### config.mk
export PLATFORM = sky130hd
export DESIGN_NAME = spi_master
export DESIGN_NICKNAME = d
export VERILOG_FILES = /design/src/rtl/spi_master.sv
export SDC_FILE = /design/constraint.sdc
export NUM_CORES = 1
export LEC_CHECK = 0
export ABC_AREA = 1
export BUFFER_PORTS_ARGS = -buffer_cell sky130_fd_sc_hd__buf_2
export CORE_UTILIZATION = 30
export CTS_CLUSTER_SIZE = 30
export DETAILED_ROUTE_END_ITERATION = 16
export PLACE_DENSITY = 0.53
export SLEW_MARGIN = 20
export SYNTH_ARGS = -nofsm -noshare
export SYNTH_HDL_FRONTEND = slang
export SYNTH_SLANG_ARGS = --single-unit
export TNS_END_PERCENT = 100
### constraint.sdc
create_clock -name clk -period 2.7 [get_ports clk]
set_input_delay 0.405 -clock clk [delete_from_list [all_inputs] [get_ports clk]]
set_output_delay 0.405 -clock clk [all_outputs]
set_load 0.01 [all_outputs]
### src/rtl/spi_master.sv
// spi_master: memory-mapped SPI master on the picorv32 native bus.
// 8-bit full-duplex MSB-first transfers, programmable SCLK half-period
// (DIV+1 clk cycles), CPOL/CPHA, and a software-controlled chip select.
//
// Ports:
//   clk, reset          system clock, asynchronous active-high reset
//   spi_sel             bus select (mem_valid && address in window)
//   addr[3:0]           register offset, decoded on addr[3:2]
//   wstrb[3:0]          byte-lane write enables, 0 = read
//   spi_data_i[31:0]    write data
//   spi_ready           one-cycle access-complete pulse
//   spi_data_o[31:0]    read data, valid while spi_ready=1
//   sclk, mosi, cs_n    SPI outputs
//   miso                SPI input, already synchronous to clk
module spi_master #(
    parameter int unsigned DIV_WIDTH = 16
) (
    input  logic        clk,
    input  logic        reset,
    input  logic        spi_sel,
    input  logic [3:0]  addr,
    input  logic [3:0]  wstrb,
    input  logic [31:0] spi_data_i,
    output logic        spi_ready,
    output logic [31:0] spi_data_o,
    output logic        sclk,
    output logic        mosi,
    input  logic        miso,
    output logic        cs_n
);

    localparam int unsigned CTRL_DIV_W = 16;
    localparam logic [1:0]  REG_CTRL   = 2'd0;
    localparam logic [1:0]  REG_DATA   = 2'd1;
    localparam logic [1:0]  REG_STATUS = 2'd2;

    typedef enum logic {IDLE, XFER} state_t;

    state_t                 state_q;
    logic                   sel_q;
    logic                   ready_q;
    logic [31:0]            rdata_q;
    logic [DIV_WIDTH-1:0]   div_q;
    logic                   cpol_q;
    logic                   cpha_q;
    logic                   csn_q;
    logic                   rx_valid_q;
    logic                   overrun_q;
    logic [7:0]             rx_data_q;
    logic [7:0]             tx_q;
    logic [7:0]             rx_shift_q;
    logic [DIV_WIDTH-1:0]   cnt_q;
    logic [4:0]             edge_q;
    logic                   sclk_q;
    logic                   mosi_q;

    logic                   access;
    logic                   is_wr;
    logic [1:0]             reg_sel;
    logic                   busy;
    logic                   tick;
    logic [4:0]             edge_nxt;
    logic                   fin;
    logic                   ctrl_wr;
    logic                   cfg_wr;
    logic [CTRL_DIV_W-1:0]  div16_q;
    logic [CTRL_DIV_W-1:0]  div16_d;
    logic                   cpol_d;
    logic                   start;
    logic                   data_wr_busy;
    logic                   status_w1c;
    logic                   data_rd;
    logic [31:0]            rdata_mux;
    logic                   unused_bits;

    // An access is the first cycle of each spi_sel assertion; holding
    // spi_sel high afterwards does not re-trigger side effects.
    assign access   = spi_sel & ~sel_q;
    assign is_wr    = |wstrb;
    assign reg_sel  = addr[3:2];
    assign busy     = (state_q == XFER);
    assign tick     = busy && (cnt_q == '0);
    assign edge_nxt = edge_q + 5'd1;
    assign fin      = tick && (edge_q == 5'd15);

    assign ctrl_wr      = access && is_wr && (reg_sel == REG_CTRL);
    assign cfg_wr       = ctrl_wr && !busy;
    assign div16_q      = CTRL_DIV_W'(div_q);
    assign div16_d      = {wstrb[1] ? spi_data_i[15:8] : div16_q[15:8],
                           wstrb[0] ? spi_data_i[7:0]  : div16_q[7:0]};
    assign cpol_d       = (cfg_wr && wstrb[2]) ? spi_data_i[16] : cpol_q;
    assign start        = access && (reg_sel == REG_DATA) && wstrb[0] && !busy;
    assign data_wr_busy = access && (reg_sel == REG_DATA) && is_wr && busy;
    assign status_w1c   = access && (reg_sel == REG_STATUS) && wstrb[0] && spi_data_i[2];
    assign data_rd      = access && (reg_sel == REG_DATA) && !is_wr;

    assign unused_bits = ^{spi_data_i[31:19], addr[1:0], wstrb[3]};

    // Read data from the pre-access register values
    always_comb begin
        rdata_mux = 32'h0;
        case (reg_sel)
            REG_CTRL:   rdata_mux = {13'h0, ~csn_q, cpha_q, cpol_q, div16_q};
            REG_DATA:   rdata_mux = {24'h0, rx_data_q};
            REG_STATUS: rdata_mux = {29'h0, overrun_q, rx_valid_q, busy};
            default:    rdata_mux = 32'h0;
        endcase
    end

    // Bus interface, register file and transfer engine
    always_ff @(posedge clk or posedge reset) begin
        if (reset) begin
            state_q    <= IDLE;
            sel_q      <= 1'b0;
            ready_q    <= 1'b0;
            rdata_q    <= 32'h0;
            div_q      <= '0;
            cpol_q     <= 1'b0;
            cpha_q     <= 1'b0;
            csn_q      <= 1'b1;
            rx_valid_q <= 1'b0;
            overrun_q  <= 1'b0;
            rx_data_q  <= 8'h0;
            tx_q       <= 8'h0;
            rx_shift_q <= 8'h0;
            cnt_q      <= '0;
            edge_q     <= 5'd0;
            sclk_q     <= 1'b0;
            mosi_q     <= 1'b0;
        end else begin
            sel_q   <= spi_sel;
            ready_q <= access;
            if (access) begin
                rdata_q <= rdata_mux;
            end

            if (cfg_wr) begin
                div_q  <= DIV_WIDTH'(div16_d);
                cpol_q <= cpol_d;
                if (wstrb[2]) begin
                    cpha_q <= spi_data_i[17];
                end
            end
            if (ctrl_wr && wstrb[2]) begin
                csn_q <= ~spi_data_i[18];
            end

            // Setting overrun takes priority over the W1C clear
            if (data_wr_busy) begin
                overrun_q <= 1'b1;
            end else if (status_w1c) begin
                overrun_q <= 1'b0;
            end

            // Completion takes priority over the read-clear
            if (fin) begin
                rx_valid_q <= 1'b1;
            end else if (data_rd) begin
                rx_valid_q <= 1'b0;
            end

            case (state_q)
                IDLE: begin
                    sclk_q <= cpol_d;
                    if (start) begin
                        state_q <= XFER;
                        cnt_q   <= div_q;
                        edge_q  <= 5'd0;
                        tx_q    <= spi_data_i[7:0];
                        if (!cpha_q) begin
                            mosi_q <= spi_data_i[7];
                        end
                    end
                end
                XFER: begin
                    if (!tick) begin
                        cnt_q <= cnt_q - DIV_WIDTH'(1);
                    end else begin
                        cnt_q  <= div_q;
                        sclk_q <= ~sclk_q;
                        edge_q <= edge_nxt;
                        if (!cpha_q) begin
                            // Mode x0: sample on odd edges, shift out on even edges
                            if (edge_nxt[0]) begin
                                rx_shift_q <= {rx_shift_q[6:0], miso};
                            end else if (edge_nxt != 5'd16) begin
                                mosi_q <= tx_q[6];
                                tx_q   <= {tx_q[6:0], 1'b0};
                            end
                        end else begin
                            // Mode x1: shift out on odd edges, sample on even edges
                            if (edge_nxt[0]) begin
                                mosi_q <= tx_q[7];
                                tx_q   <= {tx_q[6:0], 1'b0};
                            end else begin
                                rx_shift_q <= {rx_shift_q[6:0], miso};
                            end
                        end
                        if (fin) begin
                            state_q   <= IDLE;
                            rx_data_q <= cpha_q ? {rx_shift_q[6:0], miso} : rx_shift_q;
                        end
                    end
                end
                default: state_q <= IDLE;
            endcase
        end
    end

    assign spi_ready  = ready_q;
    assign spi_data_o = rdata_q;
    assign sclk       = sclk_q;
    assign mosi       = mosi_q;
    assign cs_n       = csn_q;

endmodule
==> reports/results.tsv, run 1 <==
stage	metric	value	unit
drt	routed length on met3	394	um
logic_synthesis	syn_area_per_cell	8.61	sq um
drt	Iteration-0 DRC Markers	235	
finish	final net count	636	
drt	Routed Antenna Nets	0	
setup_path	WP data required	2.93	ns
finish	Diodes inserted	0	
timing	worst clock skew	0.00596	ns
timing	setup TNS	0	ns
place	buffers added on ports	51	
logic_synthesis	Netlist Area Pre-Place	4640	sq um
timing	Rel. slew slack	60.9	%
pwr	P_leak	2.61	nW
grt	initial antenna violation count	0	
timing	final hold violations	0	
clocking	CTS buffer count	9	
drt	DR vias/cell	4.70	
finish	most common cell after layout, fill and taps aside	nand2_1	
pwr	Internal Pwr Total	2.32	mW
setup_path	worst-path cell chain	ha_1 > nand2_1 > nor2_1 > ha_1 > inv_1 > nand4_1 > nor2_1 > nand2_1 > nand4_2 > nand2_1 > nand2_1	
logic_synthesis	Netlist cell types	42	
drt	total routed wirelength	11400	um
timing	min cycle time layout	2.25	ns
timing	RSZ-0062 raised after global routing	no	
finish	Area Growth Syn to Fin	15.5	%
logic_synthesis	sequential element share of the synthesized area	48.5	%
floorplanning	die width	126	um
grt	GRT overflow	0	
grt	largest net degree at the start of global routing	47	
drt	M1 WL	5660	um
logic_synthesis	Synth Flop Type	dfrtp_1	
pwr	P_sw	673	uW
drt	routed length per instance	14.6	um
floorplanning	core area	15100	sq um
timing	measured slew at the worst slew-check pin	0.585	ns
drt	highest metal used	met4	
timing	maximum clock rate	445	MHz
logic_synthesis	Post-synth EDFFs	0	
clocking	CTS tree	yes	
pwr	power per cell area	558	nW/um^2
timing	number of setup violations in the final report	0	
floorplanning	initial cell density of the core	30.7	%
setup_path	crit end category	flip-flop	
clocking	clk sinks	90	
floorplanning	die height	126	um
drt	first-pass detailed-route iteration total	4	
setup_path	Critical Path AT	2.48	ns
pwr	sequential share of power	47.3	%
status	status	finished clean	
timing	period utilization	83.3	%
clocking	clk slew on worst S/H paths	0.07	ns
clocking	H-tree levels	3	
drt	via count	3668	
setup_path	reg2reg start	edge_q[0]$_DFFE_PP0P_	
floorplanning	DIE AREA	16000	sq um
finish	Util after Layout	35.4	%
floorplanning	io pins	80	
setup_path	CP top delay family	simple AND/OR/NAND/NOR gates	
grt	overall routing resource usage	15.2	%
grt	vias in the first global route	3589	
clocking	Clock Tree Buf Depth	2	
clocking	Clock Latency Late Sink	0.34	ns
logic_synthesis	Synth Register Bits	90	
logic_synthesis	Async SR Flop Fraction	100	%
drt	DR WL met2	5280	um
setup_path	Crit. Startpoint	edge_q[0]$_DFFE_PP0P_	
logic_synthesis	Yosys warning count	0	
setup_path	CP max-delay cell	dfrtp_1	
setup_path	crit path max fanout	11	
clocking	post-CTS setup buffers	0	
clocking	clk root buf	clkbuf_16	
logic_synthesis	post-synthesis cell count	539	
setup_path	Critical Path Max Stage Delay	0.50	ns
finish	layout cell share with drive strength beyond 1	20.7	%
pwr	Comb pwr share	6.2	%
clocking	Post-CTS Hold Fix Bufs	0	
timing	Final Max Tran Viols	0	
place	DPL Wire Length	8230	um
floorplanning	Row Count	45	
setup_path	Startpoint Class	flip-flop	
setup_path	CP most frequent cell	nand2_1	
min_path	hold crit path type	in -> async	
place	GPL Wtd Cong	0.836	
finish	most frequent cells in the layout	nand2_1 (170), dfrtp_1 (89), buf_2 (51), inv_1 (38), nand3_1 (34)	
pwr	share of total power in the clock network	46.6	%
clocking	cts repair resizes	0	
setup_path	crit path buf inv count	1	
grt	global-route wire length before repair	18900	um
setup_path	kind of critical path	reg -> reg	
drt	detailed-route DRC error count	0	
job	max_cap viols	0	
pwr	switching share of power	22.5	%
pwr	maximum vdd drop	0.000265	V
-- stage by stage --
step                power (mW)  instances  hold WS [ns]  instance area, sq um  worst slack [ns]
floorplan                 1.55        551         0.436                  4690             0.910
detailed placement        1.63        765         0.462                  5030             0.458
global placement          1.62        765         0.456                  5030             0.486
finish                    2.99        781         0.119                  5360             0.451
global route              3.12        781         0.147                  5360             0.209
CTS                       3.04        781         0.130                  5360             0.446
-- cell families after synthesis --
kind of cell / count (synthesis) / share of synthesized area (%)
AOI/OAI and AO/OA: 76 / 11.3
xor gates and xnor gates: 10 / 2.29
adders and majority gates: 4 / 1.08
buffers and inverters: 74 / 7.98
DFF: 90 / 48.5
muxes: 7 / 1.51
other: 1 / 0.0808
and+or+nand+nor: 277 / 27.2
-- layout make-up --
class	count	area (sq um)
Multi-Input combinational cell	387	2060
Tap cell	188	235
Clock buffer	12	256
Fill cell	1572	9780
Sequential cell	90	2250
Timing Repair Buffer	57	313
Inverter	43	168
Clock inverter	4	73.8
-- worst register-to-register path, delay by kind of cell, from the launching register on --
family,cells,cell delay [ns]
adder cells (fa/ha/maj),2,0.54
buffers and inverters,1,0.05
flip-flops,1,0.50
AND/OR/NAND/NOR,8,1.05
-- cells in the mapped netlist (5+ instances only) --
master      n  area [sq um]
mux2i_1     7          70.1
o211ai_2    8           100
nand2_2     6          37.5
dfrtp_1    89          2230
nor2_2      6          37.5
buf_4      16           120
o21ai_1    12          60.1
clkbuf_1    5          18.8
buf_2       5          25.0
xor2_1      6          52.6
o21ai_0    31           155
o21ai_2     9          78.8
nand2_1   170           638
nand3_1    34           170
inv_1      39           146
nor2_1     29           109
nand4_1    13          81.3
o211ai_1    9          67.6
nor2_4      5          56.3
-- layer usage --
| layer | vias to the layer above | global-route usage, % |
|---|---|---|
| met5 | - | 0 |
| met1 | 1757 | 21.2 |
| met3 | 8 | 3.25 |
| met4 | 0 | 4.32 |
| li1 | 1825 | - |
| met2 | 78 | 23.8 |
-- flip-flops by register name, summed over array words and instances (netlist names) --
name	flops
cnt_q	16
cpol_q	1
tx_q	8
busy	1
spi_data_o	19
sel_q	1
mosi	1
cs_n	1
cpha_q	1
div16_q	16
rx_valid_q	1
spi_ready	1
sclk	1
rx_data_q	8
edge_q	5
rx_shift_q	8
overrun_q	1
-- power by group through the flow --
stage | clock, mW | combinational [mW] | sequential (mW)
after CTS | 1.43 | 0.189 | 1.41
final | 1.39 | 0.185 | 1.41
after global placement | 0 | 0.186 | 1.44
after detailed placement | 0 | 0.189 | 1.44
after floorplan | 0 | 0.0939 | 1.45
after global routing | 1.49 | 0.207 | 1.42
-- final timing paths --
kind                                              end  slack (ns)  cells past startpoint
max in group asynchronous   rx_shift_q[4]$_DFFE_PP0P_        1.88                      3
min in group clk                      sel_q$_DFF_PP0_        0.20                      1
hold / removal             spi_data_o[18]$_DFFE_PP0N_        0.12                      2
setup / recovery                  tx_q[4]$_DFFE_PP0P_        0.45                     11
hold reg to reg             rx_shift_q[7]$_DFFE_PP0P_        0.47                      2
setup reg to reg                  tx_q[4]$_DFFE_PP0P_        0.45                     11
Note: power is estimated with default switching activity, not from simulation.
==> run 2, diff against run 1 <==
==> constraint.sdc (replaced) <==
create_clock -name clk -period 1.85 [get_ports clk]
set_input_delay 0.2775 -clock clk [delete_from_list [all_inputs] [get_ports clk]]
set_output_delay 0.2775 -clock clk [all_outputs]
set_load 0.01 [all_outputs]
==> run 2 against run 1 <==
  * Hold slack got worse by 0.065 ns
  * Non-clock buffer count rose by 9
  * Sequential share of layout area is 0.82 points lower
  * Cell count increased by 1.2%
  * Via count grew 0.87%
  * Register-to-register slack got worse by 0.40 ns
  * Die area is the same
  * Largest power group unchanged
==> reports/results.tsv, run 2 (same netlist as run 1, synthesis figures left out) <==
stage	metric	value	unit
timing	worst clock skew	0.00594	ns
timing	maximum clock rate	556	MHz
setup_path	crit path max fanout	5	
setup_path	WP data required	2.08	ns
floorplanning	die height	126	um
pwr	P_leak	2.64	nW
setup_path	Reg2Reg Setup Slack	0.05	ns
clocking	Clock Tree Buf Depth	2	
place	DPL Wire Length	8120	um
drt	detailed-route DRC error count	0	
floorplanning	die width	126	um
finish	Multi-input gate area	2090	sq um
setup_path	worst-path cell chain	ha_2 > nand2_1 > nor2_1 > ha_1 > inv_2 > nand4_1 > nor2_1 > nand2_2 > buf_2 > nand4_1 > nand2_1	
finish	most frequent cells in the layout	nand2_1 (169), dfrtp_1 (89), buf_2 (52), inv_1 (37), nand3_1 (34)	
clocking	clk sinks	90	
drt	Routed Antenna Nets	0	
floorplanning	Row Count	45	
grt	overall routing resource usage	15.0	%
clocking	clk slew on worst S/H paths	0.06	ns
drt	first-pass detailed-route iteration total	4	
finish	max FFs per register	19	
floorplanning	core area	15100	sq um
timing	min cycle time layout	1.80	ns
setup_path	crit end category	flip-flop	
setup_path	kind of critical path	reg -> reg	
finish	most common cell after layout, fill and taps aside	nand2_1	
timing	final hold violations	0	
grt	vias in the first global route	3638	
timing	Hold Worst Slack	0.0543	ns
timing	period utilization	97.3	%
drt	total routed wirelength	11200	um
clocking	clk root buf	clkbuf_16	
pwr	power per cell area	788	nW/um^2
grt	initial antenna violation count	0	
clocking	CTS tree	yes	
clocking	Clock Latency Late Sink	0.34	ns
clocking	CTS buffer count	9	
finish	FF+latch area	2250	sq um
timing	number of setup violations in the final report	0	
setup_path	Critical Path Max Stage Delay	0.38	ns
drt	routed length per instance	14.2	um
grt	largest net degree at the start of global routing	91	
timing	Final Max Tran Viols	0	
finish	Area Growth Syn to Fin	17.8	%
status	status	finished clean	
timing	RSZ-0062 raised after global routing	yes	
grt	global-route wire length before repair	18600	um
timing	final worst slack	0.0501	ns
finish	Util after Layout	36.1	%
setup_path	Startpoint Class	flip-flop	
pwr	Tot Pwr	4.31	mW
finish	Filler Cell Count	1555	
grt	GRT overflow	0	
min_path	hold crit path type	in -> async	
pwr	maximum vdd drop	0.000386	V
place	worst slack, placed	0.0657	ns
setup_path	CP max-delay cell	dfrtp_1	
place	buffers added on ports	51	
finish	layout cell share with drive strength beyond 1	22.4	%
floorplanning	io pins	80	
place	GPL Wtd Cong	0.818	
finish	Diodes inserted	0	
job	max_cap viols	0	
drt	Iteration-0 DRC Markers	161	
setup_path	CP top delay family	simple AND/OR/NAND/NOR gates	
setup_path	Critical Path AT	2.03	ns
clocking	H-tree levels	3	
floorplanning	DIE AREA	16000	sq um
drt	DR vias/cell	4.68	
finish	final net count	645	
drt	via count	3700	
floorplanning	initial cell density of the core	30.7	%
setup_path	crit path buf inv count	2	
[run 2: worst paths after layout]
path,startpoint,endpoint,cells past startpoint
max in group asynchronous,reset,tx_q[4]$_DFFE_PP0P_,3
min in group clk,spi_sel,sel_q$_DFF_PP0_,1
worst max-delay path,edge_q[1]$_DFFE_PP0P_,tx_q[7]$_DFFE_PP0P_,11
worst max register to register,edge_q[1]$_DFFE_PP0P_,tx_q[7]$_DFFE_PP0P_,11
worst min-delay path,reset,spi_data_o[18]$_DFFE_PP0N_,3
worst min register to register,spi_data_o[18]$_DFFE_PP0N_,spi_data_o[18]$_DFFE_PP0N_,2
[run 2: report_power, final]
group,internal (mW),total [mW],switching [mW]
combinational,0.0963,0.265,0.168
clock,1.22,1.98,0.766
sequential,2.03,2.07,0.0350
[run 2: metrics by stage]
stage / TNS [ns] / cell area (sq um) / cells
6_report: 0 / 5470 / 790
3_3_place_gp: 0 / 5110 / 772
2_1_floorplan: 0 / 4690 / 551
5_1_grt: -0.315 / 5470 / 790
4_1_cts: 0 / 5430 / 788
3_5_place_dp: 0 / 5110 / 772
[run 2: what timing repair did]
| action | CTS | global route |
|---|---|---|
| endpoints found under the setup margin | 0 | 11 |
| buffers inserted | 0 | 1 |
| hold buffers | 0 | 0 |
| gates resized for setup | 0 | 6 |
[run 2: final cells by class]
| class | count | area share, % |
|---|---|---|
| flip-flops and latches | 90 | 41.2 |
| multi-input cells | 387 | 38.2 |
| repair buffers | 66 | 7.43 |
| clock buffers | 11 | 4.44 |
| well taps | 188 | 4.30 |
| inverters | 43 | 3.06 |
| clock inverters | 5 | 1.42 |
[run 2: tightest hold or removal path: stages]
cell        delay, ns
buf_2            0.11
clkinvlp_4       0.07
buf_12           0.37
[run 2: layer usage]
| metal | vias up | GRT usage, % | routed length [um] |
|---|---|---|---|
| met5 | - | 0 | 0 |
| met4 | 0 | 4.75 | 137 |
| met3 | 9 | 3.46 | 418 |
| met2 | 63 | 24.2 | 5270 |
| met1 | 1780 | 20.0 | 5390 |
| li1 | 1848 | - | - |
